`config.mk`:
```
export PLATFORM = sky130hd
export DESIGN_NAME = serial_tx_controller
export DESIGN_NICKNAME = d
export VERILOG_FILES = /design/src/rtl/serial_tx_controller.sv
export SDC_FILE = /design/constraint.sdc
export NUM_CORES = 1
export LEC_CHECK = 0
export CAP_MARGIN = 5
export CORE_MARGIN = 1
export CORE_UTILIZATION = 49
export DETAILED_ROUTE_END_ITERATION = 7
export GPL_TIMING_DRIVEN = 0
export PLACE_DENSITY = 0.82
export REMOVE_ABC_BUFFERS = 1
export SLEW_MARGIN = 15
export SYNTH_ARGS = -nofsm -noshare
export SYNTH_HDL_FRONTEND = slang
export SYNTH_SLANG_ARGS = --single-unit
```
`constraint.sdc`:
```
create_clock -name clk -period 2 [get_ports clk]
set_input_delay 0.4 -clock clk [delete_from_list [all_inputs] [get_ports clk]]
set_output_delay 0.4 -clock clk [all_outputs]
set_load 0.1 [all_outputs]
```
`src/rtl/serial_tx_controller.sv`:
```
// Serial frame receiver/transmit sequencer: captures a start bit and a CNT_W-bit count,
// loads an external down-counter, then gates the payload driver until the counter hits zero.
module serial_tx_controller #(
  parameter int unsigned CNT_W = 8
) (
  input  logic             clk,
  input  logic             rst,
  input  logic             serIn,
  input  logic             Cout,
  output logic [CNT_W-1:0] parOut,
  output logic             ld_counter,
  output logic             dec_counter,
  output logic             tri_en,
  output logic             busy,
  output logic             done
);

  localparam int unsigned IdxW = (CNT_W > 1) ? $clog2(CNT_W) : 1;

  typedef enum logic [2:0] {StIdle, StRecv, StLoad, StTx, StDone} state_e;

  state_e           state_q, state_d;
  logic [CNT_W-1:0] shift_q, shift_d;
  logic [IdxW-1:0]  idx_q, idx_d;

  always_ff @(posedge clk) begin
    if (rst) begin
      state_q <= StIdle;
      shift_q <= '0;
      idx_q   <= '0;
    end else begin
      state_q <= state_d;
      shift_q <= shift_d;
      idx_q   <= idx_d;
    end
  end

  always_comb begin
    state_d     = state_q;
    shift_d     = shift_q;
    idx_d       = idx_q;
    ld_counter  = 1'b0;
    dec_counter = 1'b0;
    tri_en      = 1'b0;
    done        = 1'b0;
    busy        = 1'b1;
    unique case (state_q)
      StIdle: begin
        busy  = 1'b0;
        idx_d = '0;
        if (!serIn) state_d = StRecv;
      end
      StRecv: begin
        // MSB arrives first, so each new bit enters at the LSB end
        shift_d = (shift_q << 1) | CNT_W'(serIn);
        idx_d   = idx_q + 1'b1;
        if (idx_q == IdxW'(CNT_W - 1)) begin
          idx_d   = '0;
          state_d = StLoad;
        end
      end
      StLoad: begin
        ld_counter = 1'b1;
        state_d    = StTx;
      end
      StTx: begin
        tri_en      = ~Cout;
        dec_counter = ~Cout;
        if (Cout) state_d = StDone;
      end
      StDone: begin
        done    = 1'b1;
        state_d = StIdle;
      end
      default: state_d = StIdle;
    endcase
  end

  assign parOut = shift_q;

endmodule

```
==> out/metrics.csv, run 1 <==
stage,metric,value,unit
critical_path,CP Launch Type,flop,
clock_network,post-CTS setup buffer count,0,
pwr,Peak supply drop,0.6664,mV
critical_path,Crit path largest cell delay,0.56,ns
route,post-route ant nets,0,
placed_design,placed cells,86,
yosys,Ys Warns,0,
yosys,synth cell count leaders,"14 x dfxtp_1, 10 x nand2b_1, 9 x mux2i_1",
route,total vias in the final route,471,
critical_path,Worst setup EP type,primary output,
critical_path,Worst Path Required,1.60,ns
min_path,worst hold-check path type,reg2reg,
cells_and_area,area delta synth->final,23.96,%
clock_network,Clock Tree Buf Depth,2,
clock_network,CTS sink cnt,14,
cells_and_area,diode count,0,
yosys,main flop type after synthesis,dfxtp_1,
critical_path,critical path's slowest cell,dfxtp_1,
sta,hold_ws,0.4792,ns
floorplan,Die ar.,1504,µm²
route,Pre-Repair DR Iteration Count,2,
global_route,first-pass GRT wire length,1.759,mm
sta,RSZ-0062 raised after global routing,no,
critical_path,arrival time worst endpoint,1.54,ns
cells_and_area,# nets final,83,
clock_network,CTS H-tree lvls,1,
yosys,share of the synthesized area in the top cell type,42.26,%
route,DR WL/cell,11.01,µm
yosys,"FF+latch count, synth",14,
floorplan,Initial Util,55.91,%
global_route,largest net degree at the start of global routing,17,
yosys,"count leader, synth",dfxtp_1,
clock_network,cts bufs inserted,3,
sta,clk_skew,0.002689,ns
yosys,Synth area leaders,"dfxtp_1 42%, mux2i_1 14%, nand2b_1 9.4%",
global_route,grt total ovfl,0,
sta,fin crit share,97.17,%
sta,final hold violations,0,
clock_network,Root Buffer Master,clkbuf_4,
cells_and_area,final cell count without fillers,90,
placed_design,Final GP Congestion,0.6135,
job,MaxCap Viol Count,0,
global_route,vias in the first global route,407,
floorplan,Die Wd,38.79,µm
sta,Total Neg Setup Slack,0,ns
cells_and_area,FILL cells,105,
yosys,post-synth design cell area,663.1,µm²
route,Post-Route WL,991,µm
critical_path,CP Max Fanout,12,
yosys,Synth area leader,dfxtp_1,
floorplan,I/O pin cnt,17,
sta,setup violators final,0,
yosys,"Seq/Total Area, Yosys",42.26,%
global_route,antenna violations before repair,0,
cells_and_area,layout cell share with drive strength beyond 1,18.42,%
route,number of DRC markers in iteration 0,4,
floorplan,core area,1186,µm²
critical_path,CP Cell Sequence,nor3b_1 > buf_2,
sta,Slew @ Worst Pin,0.9563,ns
sta,Max Clock Freq,514.6,MHz
critical_path,critical path type,reg2out,
sta,Pins Over Slew Limit,0,
status,run status,"complete, no violations",
clock_network,clk_lat worst skew,0.27,ns
sta,Max-slew headroom,36.50,%
floorplan,floorplan die height,38.79,µm
floorplan,# rows,12,
route,DRC violations left,0,
placed_design,DP HPWL,686.1,µm
pwr,power density over cell area,673.4,nW/µm²
yosys,Yosys cell types,19,
placed_design,IO Port Bufs,16,
yosys,number of synthesized flops with an enable pin,0,
yosys,Avg Inst Size Synth,10.70,µm²
yosys,asr flop ratio synth,0,%
sta,min Tclk post-route,1.943,ns
global_route,All-Layer GR Usage,17.43,%
pwr,leakage power,0.3629,nW
cells_and_area,area of the multi-input gates,354.1,µm²
clock_network,CTS tree,built,
route,routed vias/inst,5.233,
clock_network,CTS Hold Bufs,0,
cells_and_area,Seq. cell area,281.5,µm²
yosys,Post-Synthesis Cells,62,
clock_network,clock transition at the registers of the reported paths,0.09,ns
-- metal layers --
layer | vias up | share of wire [%] | GRT usage (%)
met5 | - | 0 | 0
met4 | 0 | 2.0 | 10.34
li1 | 249 | - | -
met1 | 211 | 54 | 24.38
met3 | 2 | 3.9 | 5.202
met2 | 9 | 40 | 22.92
-- through the flow --
stage / power, W / setup slack (ns) / instance area (µm²) / utilization, %
3_3_place_gp: 0.0003645 / -0.5505 / 807.0 / 68.04
3_5_place_dp: 0.0003649 / -0.5542 / 812.0 / 68.46
5_1_grt: 0.0005803 / 0.002878 / 822.0 / 69.30
2_1_floorplan: 0.0003439 / -1.488 / 629.4 / -
6_report: 0.0005536 / 0.05662 / 822.0 / 69.30
4_1_cts: 0.0005628 / 0.02799 / 824.5 / 69.51
-- kinds of logic (layout without fill, tap and decap cells) --
family          after synthesis  in the layout  share of synthesized area [%]
simple gates                 23             23                          24.34
compound gates                7              7                          8.678
mux                          10             10                          15.85
fa+ha+maj                     2              2                          3.773
buf+inv                       6             20                          5.092
flops                        14             14                          42.26
-- layout by cell type, fill, tap and decap left out, drive strengths merged --
cell | synthesis | layout
a2111oi | 1 | 1
a211oi | 1 | 1
a21bo | 1 | 1
a21oi | 2 | 2
buf | 5 | 4
clkbuf | 1 | 5
clkdlybuf4s50 | 0 | 3
dfxtp | 14 | 14
dlygate4sd2 | 0 | 8
ha | 2 | 2
mux2 | 1 | 1
mux2i | 9 | 9
nand2b | 10 | 10
nand3b | 2 | 2
nand4bb | 2 | 2
nor2 | 2 | 2
nor3b | 5 | 5
o21ai | 2 | 2
or3 | 1 | 1
or4b | 1 | 1
-- final timing paths --
kind | slack [ns] | to | depth (start not counted) | from
setup / recovery | 0.06 | done | 2 | state_q[2]
hold / removal | 0.48 | parOut[7] | 2 | parOut[7]
hold reg to reg | 0.48 | parOut[7] | 2 | parOut[7]
setup reg to reg | 0.43 | parOut[1] | 2 | state_q[0]
-- final cells by class --
cell class,instances,share of cell area (%)
multi-input combinational,42,43.07
sequential,14,34.25
timing repair buffer,16,16.13
clock buffer,4,4.414
tap,14,2.131
-- critical path, delay by kind of cell, from the launching register on --
kind / cells / cell delay (ns)
buffers and inverters: 1 / 0.46
flip-flops: 1 / 0.56
AND/OR/NAND/NOR: 1 / 0.25
-- what timing repair did --
action,CTS,global route
endpoints found under the hold margin,0,0
cloned,0,0
gates resized for setup,35,4
endpoints found under the setup margin,13,4
-- power by group --
group          switching, W  total (W)  internal [W]
clock network     0.0000885   0.000199      0.000110
logic             0.0000420  0.0000648     0.0000228
registers        0.00000605   0.000290      0.000284
-- sequential cells by signal (all words and copies together), names as in the netlist --
register	cells
idx_q	3
parOut	8
state_q	3
No activity file was read; power rests on OpenSTA's default activity.
==> run 2: changes to the inputs <==
--- a/config.mk
+++ b/config.mk
@@ -5,9 +5,10 @@
 export SDC_FILE = /design/constraint.sdc
 export NUM_CORES = 1
 export LEC_CHECK = 0
+export ABC_AREA = 1
 export CAP_MARGIN = 5
 export CORE_MARGIN = 1
-export CORE_UTILIZATION = 49
+export CORE_UTILIZATION = 48
 export DETAILED_ROUTE_END_ITERATION = 7
 export GPL_TIMING_DRIVEN = 0
 export PLACE_DENSITY = 0.82
==> run 2 against run 1 <==
Power up 80%. Sequential share of layout area increased by 1.0 points. Count of clock-buffer cells in the layout is the same. Cell count grew 29%. Highest routed layer unchanged.
==> out/metrics.csv, run 2 <==
stage,metric,value,unit
status,run status,"complete, no violations",
route,DRC violations left,0,
floorplan,Die ar.,1457,µm²
global_route,All-Layer GR Usage,18.82,%
global_route,grt total ovfl,0,
clock_network,clk_lat worst skew,0.28,ns
cells_and_area,max reg flops,8,
floorplan,core area,1156,µm²
yosys,"FF+latch count, synth",14,
clock_network,cts bufs inserted,3,
sta,final worst setup slack,0.08131,ns
cells_and_area,area delta synth->final,26.49,%
placed_design,Final GP Congestion,0.6869,
yosys,Synth area leader,dfxtp_1,
critical_path,arrival time worst endpoint,1.52,ns
floorplan,Initial Util,54.33,%
sta,RSZ-0062 raised after global routing,yes,
global_route,first-pass GRT wire length,1.773,mm
cells_and_area,final instance area,794.5,µm²
cells_and_area,layout cell share with drive strength beyond 1,17.65,%
placed_design,IO Port Bufs,16,
placed_design,pre-CTS setup slack,-0.5570,ns
critical_path,worst r2r dst,idx_q[0],
yosys,post-synth design cell area,628.1,µm²
yosys,"count leader, synth",nand2_1,
critical_path,CP Launch Type,flop,
route,WL met1,505,µm
yosys,main flop type after synthesis,dfxtp_1,
pwr,total power draw,0.0009989,W
sta,setup violators final,0,
critical_path,r2r setup slk,0.75,ns
pwr,leakage power,0.3933,nW
route,routed wl met2,522,µm
route,total vias in the final route,558,
min_path,worst hold-check path type,reg2reg,
min_path,hold-critical path depth,2,
yosys,Synth area leaders,"dfxtp_1 45%, nand2_1 18%, a21oi_1 8.8%",
clock_network,CTS sink cnt,14,
global_route,antenna violations before repair,0,
min_path,Worst Hold Launch,parOut[4],
floorplan,floorplan die height,38.18,µm
yosys,asr flop ratio synth,0,%
sta,Pins Over Slew Limit,0,
route,post-route ant nets,0,
critical_path,reg2reg start,state_q[1],
critical_path,CP Max Fanout,5,
sta,Max-slew headroom,36.26,%
cells_and_area,final core utilization,68.72,%
sta,final hold violations,0,
critical_path,critical path type,reg2out,
cells_and_area,diode count,0,
job,MaxCap Viol Count,0,
yosys,Ys Warns,0,
route,routed vias/inst,4.810,
sta,fin crit share,95.93,%
floorplan,# rows,12,
sta,min Tclk post-route,1.919,ns
yosys,Post-Synthesis Cells,86,
route,Post-Route WL,1.103,mm
global_route,vias in the first global route,427,
pwr,Peak supply drop,0.6670,mV
critical_path,Worst Path Required,1.60,ns
clock_network,post-CTS setup buffer count,0,
yosys,synth cell count leaders,"30 x nand2_1, 14 x dfxtp_1, 11 x a21oi_1",
cells_and_area,# nets final,109,
sta,Max Clock Freq,521.2,MHz
sta,Slew @ Worst Pin,0.9600,ns
cells_and_area,most frequent cells in the layout,"30 x nand2_1, 14 x dfxtp_1, 11 x a21oi_1",
min_path,Hold Path End,parOut[5],
yosys,share of the synthesized area in the top cell type,44.62,%
clock_network,Root Buffer Master,clkbuf_4,
route,number of DRC markers in iteration 0,9,
critical_path,Worst setup EP type,primary output,
clock_network,clock transition at the registers of the reported paths,0.09,ns
route,max layer used,met4,
yosys,Avg Inst Size Synth,7.304,µm²
placed_design,DP HPWL,800.6,µm
clock_network,CTS tree,built,
global_route,largest net degree at the start of global routing,15,
pwr,power density over cell area,1257,nW/µm²
cells_and_area,"commonest non-fill, non-tap cell in the layout",nand2_1,
placed_design,DP Area,775.7,µm²
clock_network,CTS H-tree lvls,1,
route,DR WL/cell,9.509,µm
sta,clk_skew,0.009258,ns
floorplan,I/O pin cnt,17,
yosys,number of synthesized flops with an enable pin,0,
sta,hold_ws,0.4634,ns
floorplan,Die Wd,38.18,µm
clock_network,Clock Tree Buf Depth,2,
route,Pre-Repair DR Iteration Count,4,
yosys,"Seq/Total Area, Yosys",44.62,%
critical_path,Worst R2R Path Depth,5,
route,routed length on met3,54,µm
yosys,Yosys cell types,18,
[run 2: layout make-up]
cell class	count	area, µm²
repair buffers	16	142.6
flip-flops and latches	14	280.3
well taps	14	17.52
multi-input cells	58	280.3
fillers	104	361.6
clock buffers	4	36.28
inverters	10	37.54
[run 2: per-stage QoR]
stage	setup TNS, ns	cells
finish	0	116
global route	-0.09334	116
global placement	-1.474	112
floorplan	-1.265	82
detailed placement	-1.547	112
CTS	0	116
[run 2: per-layer routing]
| layer | up-vias | track usage, % |
|---|---|---|
| li1 | 300 | - |
| met1 | 242 | 21.98 |
| met2 | 11 | 27.97 |
| met3 | 5 | 8.721 |
| met4 | 0 | 10.71 |
| met5 | - | 0 |
[run 2: how the worst max path moves through the flow]
stage,from,to,cells after the start
final,state_q[0],dec_counter,5
after global routing,state_q[0],dec_counter,5
after CTS,state_q[0],ld_counter,4
after detailed placement,Cout,dec_counter,5
after global placement,Cout,dec_counter,5
after floorplan,state_q[2],done,2
[run 2: logic make-up after synthesis]
kind of cell,count (synthesis),share of synthesized area (%)
adder cells (fa/ha/maj),2,3.983
AND/OR/NAND/NOR,43,29.28
AO/OA/AOI/OAI,13,11.35
buffers and inverters,14,10.75
flip-flops,14,44.62
[run 2: report_power, final]
group          total (W)  leakage (nW)  internal [W]  switching, W
registers       0.000337         0.114      0.000308     0.0000293
clock network   0.000201        0.0210      0.000111     0.0000904
logic           0.000461         0.259      0.000103      0.000358
total           0.000999         0.393      0.000522      0.000477
[run 2: critical path: stages, from the launching register on]
cell	delay (ns)
dfxtp_1	0.43
nand2_1	0.09
nor2_2	0.11
nand2_1	0.11
inv_1	0.08
buf_2	0.42
[run 2: timing repair]
item,4_1_cts,5_1_grt
hold buffers,0,0
gates resized for setup,28,1
endpoints found under the setup margin,13,3
hold endpoints to repair,0,0
==> run 3: changes to the inputs <==
--- a/config.mk
+++ b/config.mk
@@ -13,6 +13,7 @@
 export GPL_TIMING_DRIVEN = 0
 export PLACE_DENSITY = 0.82
 export REMOVE_ABC_BUFFERS = 1
+export SKIP_CTS_REPAIR_TIMING = 1
 export SLEW_MARGIN = 15
 export SYNTH_ARGS = -nofsm -noshare
 export SYNTH_HDL_FRONTEND = slang
==> run 3 against run 2 <==
Die area stayed put. Flip-flop and latch count did not move. Maximum frequency is 5.0% higher. Non-clock buffer count unchanged. Setup slack improved by 0.092 ns. Register-to-register slack barely moved. Critical path type unchanged. Critical endpoint is now ld_counter.
==> out/metrics.csv, run 3 (synthesized netlist as in run 2, its figures left out) <==
stage,metric,value,unit
sta,final hold violations,0,
route,post-route ant nets,0,
floorplan,core area,1156,µm²
critical_path,CP Max Fanout,5,
floorplan,Die Wd,38.18,µm
route,number of DRC markers in iteration 0,12,
sta,Pins Over Slew Limit,0,
route,Post-Route WL,1.116,mm
critical_path,Worst setup EP type,primary output,
clock_network,clock transition at the registers of the reported paths,0.08,ns
sta,setup violators final,0,
sta,RSZ-0062 raised after global routing,no,
sta,final worst setup slack,0.1728,ns
cells_and_area,layout cell share with drive strength beyond 1,17.65,%
pwr,part of the power in registers,34.0,%
placed_design,pre-CTS setup slack,-0.5570,ns
cells_and_area,most frequent cells in the layout,"30 x nand2_1, 14 x dfxtp_1, 11 x a21oi_1",
clock_network,Clock Tree Buf Depth,2,
route,routed vias/inst,4.888,
cells_and_area,final cell count without fillers,116,
route,DRC violations left,0,
global_route,All-Layer GR Usage,18.70,%
cells_and_area,"commonest non-fill, non-tap cell in the layout",nand2_1,
floorplan,# rows,12,
critical_path,Crit path largest cell delay,0.44,ns
critical_path,arrival time worst endpoint,1.43,ns
cells_and_area,final core utilization,70.24,%
clock_network,CTS tree,built,
cells_and_area,area delta synth->final,29.28,%
critical_path,Worst Path Required,1.60,ns
placed_design,IO Port Bufs,16,
critical_path,"delay-heaviest family, CP",buffers and inverters,
status,run status,"complete, no violations",
sta,clk_skew,0.007790,ns
global_route,first-pass GRT wire length,1.759,mm
sta,Max-slew headroom,35.25,%
cells_and_area,# nets final,109,
critical_path,critical path type,reg2out,
floorplan,floorplan die height,38.18,µm
pwr,Peak supply drop,0.6699,mV
sta,min Tclk post-route,1.827,ns
global_route,grt total ovfl,0,
critical_path,WP buf/inv,2,
cells_and_area,diode count,0,
route,DR WL/cell,9.621,µm
critical_path,critical path's slowest cell,clkbuf_2,
pwr,leakage power,0.5023,nW
placed_design,Final GP Congestion,0.6869,
clock_network,cts bufs inserted,3,
pwr,Logic pwr share,45.7,%
clock_network,Root Buffer Master,clkbuf_4,
floorplan,Initial Util,54.33,%
pwr,internal power,0.0005143,W
global_route,vias in the first global route,422,
cells_and_area,max reg flops,8,
critical_path,CP Launch Type,flop,
sta,hold_ws,0.4653,ns
clock_network,clk_lat worst skew,0.28,ns
critical_path,CP Cell Sequence,nor2_2 > nand2_1 > inv_1 > clkbuf_2,
clock_network,CTS sink cnt,14,
clock_network,CTS H-tree lvls,1,
pwr,Clk pwr share,20.2,%
global_route,antenna violations before repair,0,
route,Pre-Repair DR Iteration Count,4,
sta,fin crit share,91.36,%
global_route,largest net degree at the start of global routing,15,
sta,Slew @ Worst Pin,0.9696,ns
route,total vias in the final route,567,
floorplan,Die ar.,1457,µm²
pwr,sw frac,48.08,%
min_path,worst hold-check path type,reg2reg,
floorplan,I/O pin cnt,17,
pwr,power density over cell area,1220,nW/µm²
sta,Max Clock Freq,547.3,MHz
pwr,net switching power of the design,0.0004763,W
sta,Total Neg Setup Slack,0,ns
placed_design,DP HPWL,800.6,µm
job,MaxCap Viol Count,0,
placed_design,placed cells,112,
[run 3: changes by cell type in the layout (fill, tap and decap cells not counted), moves of 2 or more]
| cell | delta |
|---|---|
| buf_2 | -2 |
| clkbuf_2 | +3 |
| clkbuf_4 | +2 |
| clkdlybuf4s15_2 | -2 |
| dlygate4sd2_1 | -8 |
| dlymetal6s2s_1 | +8 |
[run 3: path summary, 6_finish.rpt]
kind,depth (start not counted),start,slack [ns],endpoint
max,4,state_q[0],0.17,ld_counter
min reg2reg,2,parOut[4],0.47,parOut[5]
max reg2reg,5,state_q[1],0.75,idx_q[0]
min,2,parOut[4],0.47,parOut[5]
[run 3: layer usage]
metal / vias to the layer above / global-route usage [%] / share of wire (%)
li1: 302 / - / -
met1: 249 / 21.98 / 46
met2: 11 / 27.54 / 47
met3: 5 / 8.721 / 5.4
met4: 0 / 10.71 / 1.8
met5: - / 0 / 0
[run 3: power groups by stage]
stage | clock network [W] | registers, W | logic [W]
2_1_floorplan | 0 | 0.000380 | 0.000335
3_3_place_gp | 0 | 0.000342 | 0.000467
3_5_place_dp | 0 | 0.000344 | 0.000473
4_1_cts | 0.000205 | 0.000338 | 0.000473
5_1_grt | 0.000224 | 0.000341 | 0.000488
6_report | 0.000201 | 0.000337 | 0.000453
[run 3: per-stage QoR]
stage | cell area [µm²] | total power (W)
floorplan | 598.1 | 0.0007144
global placement | 775.7 | 0.0008093
detailed placement | 775.7 | 0.0008166
CTS | 812.0 | 0.001017
global route | 812.0 | 0.001053
finish | 812.0 | 0.0009906
[run 3: tightest hold or removal path, stage by stage, from the launching register on]
cell and delay (ns):
dfxtp_1 0.32, nand2_1 0.06, a21oi_1 0.05
[run 3: cell type report]
| type | count | area (µm²) |
|---|---|---|
| well taps | 14 | 17.52 |
| repair buffers | 16 | 160.2 |
| clock buffers | 4 | 36.28 |
| inverters | 10 | 37.54 |
| flip-flops and latches | 14 | 280.3 |
| multi-input cells | 58 | 280.3 |
| fillers | 98 | 344.1 |
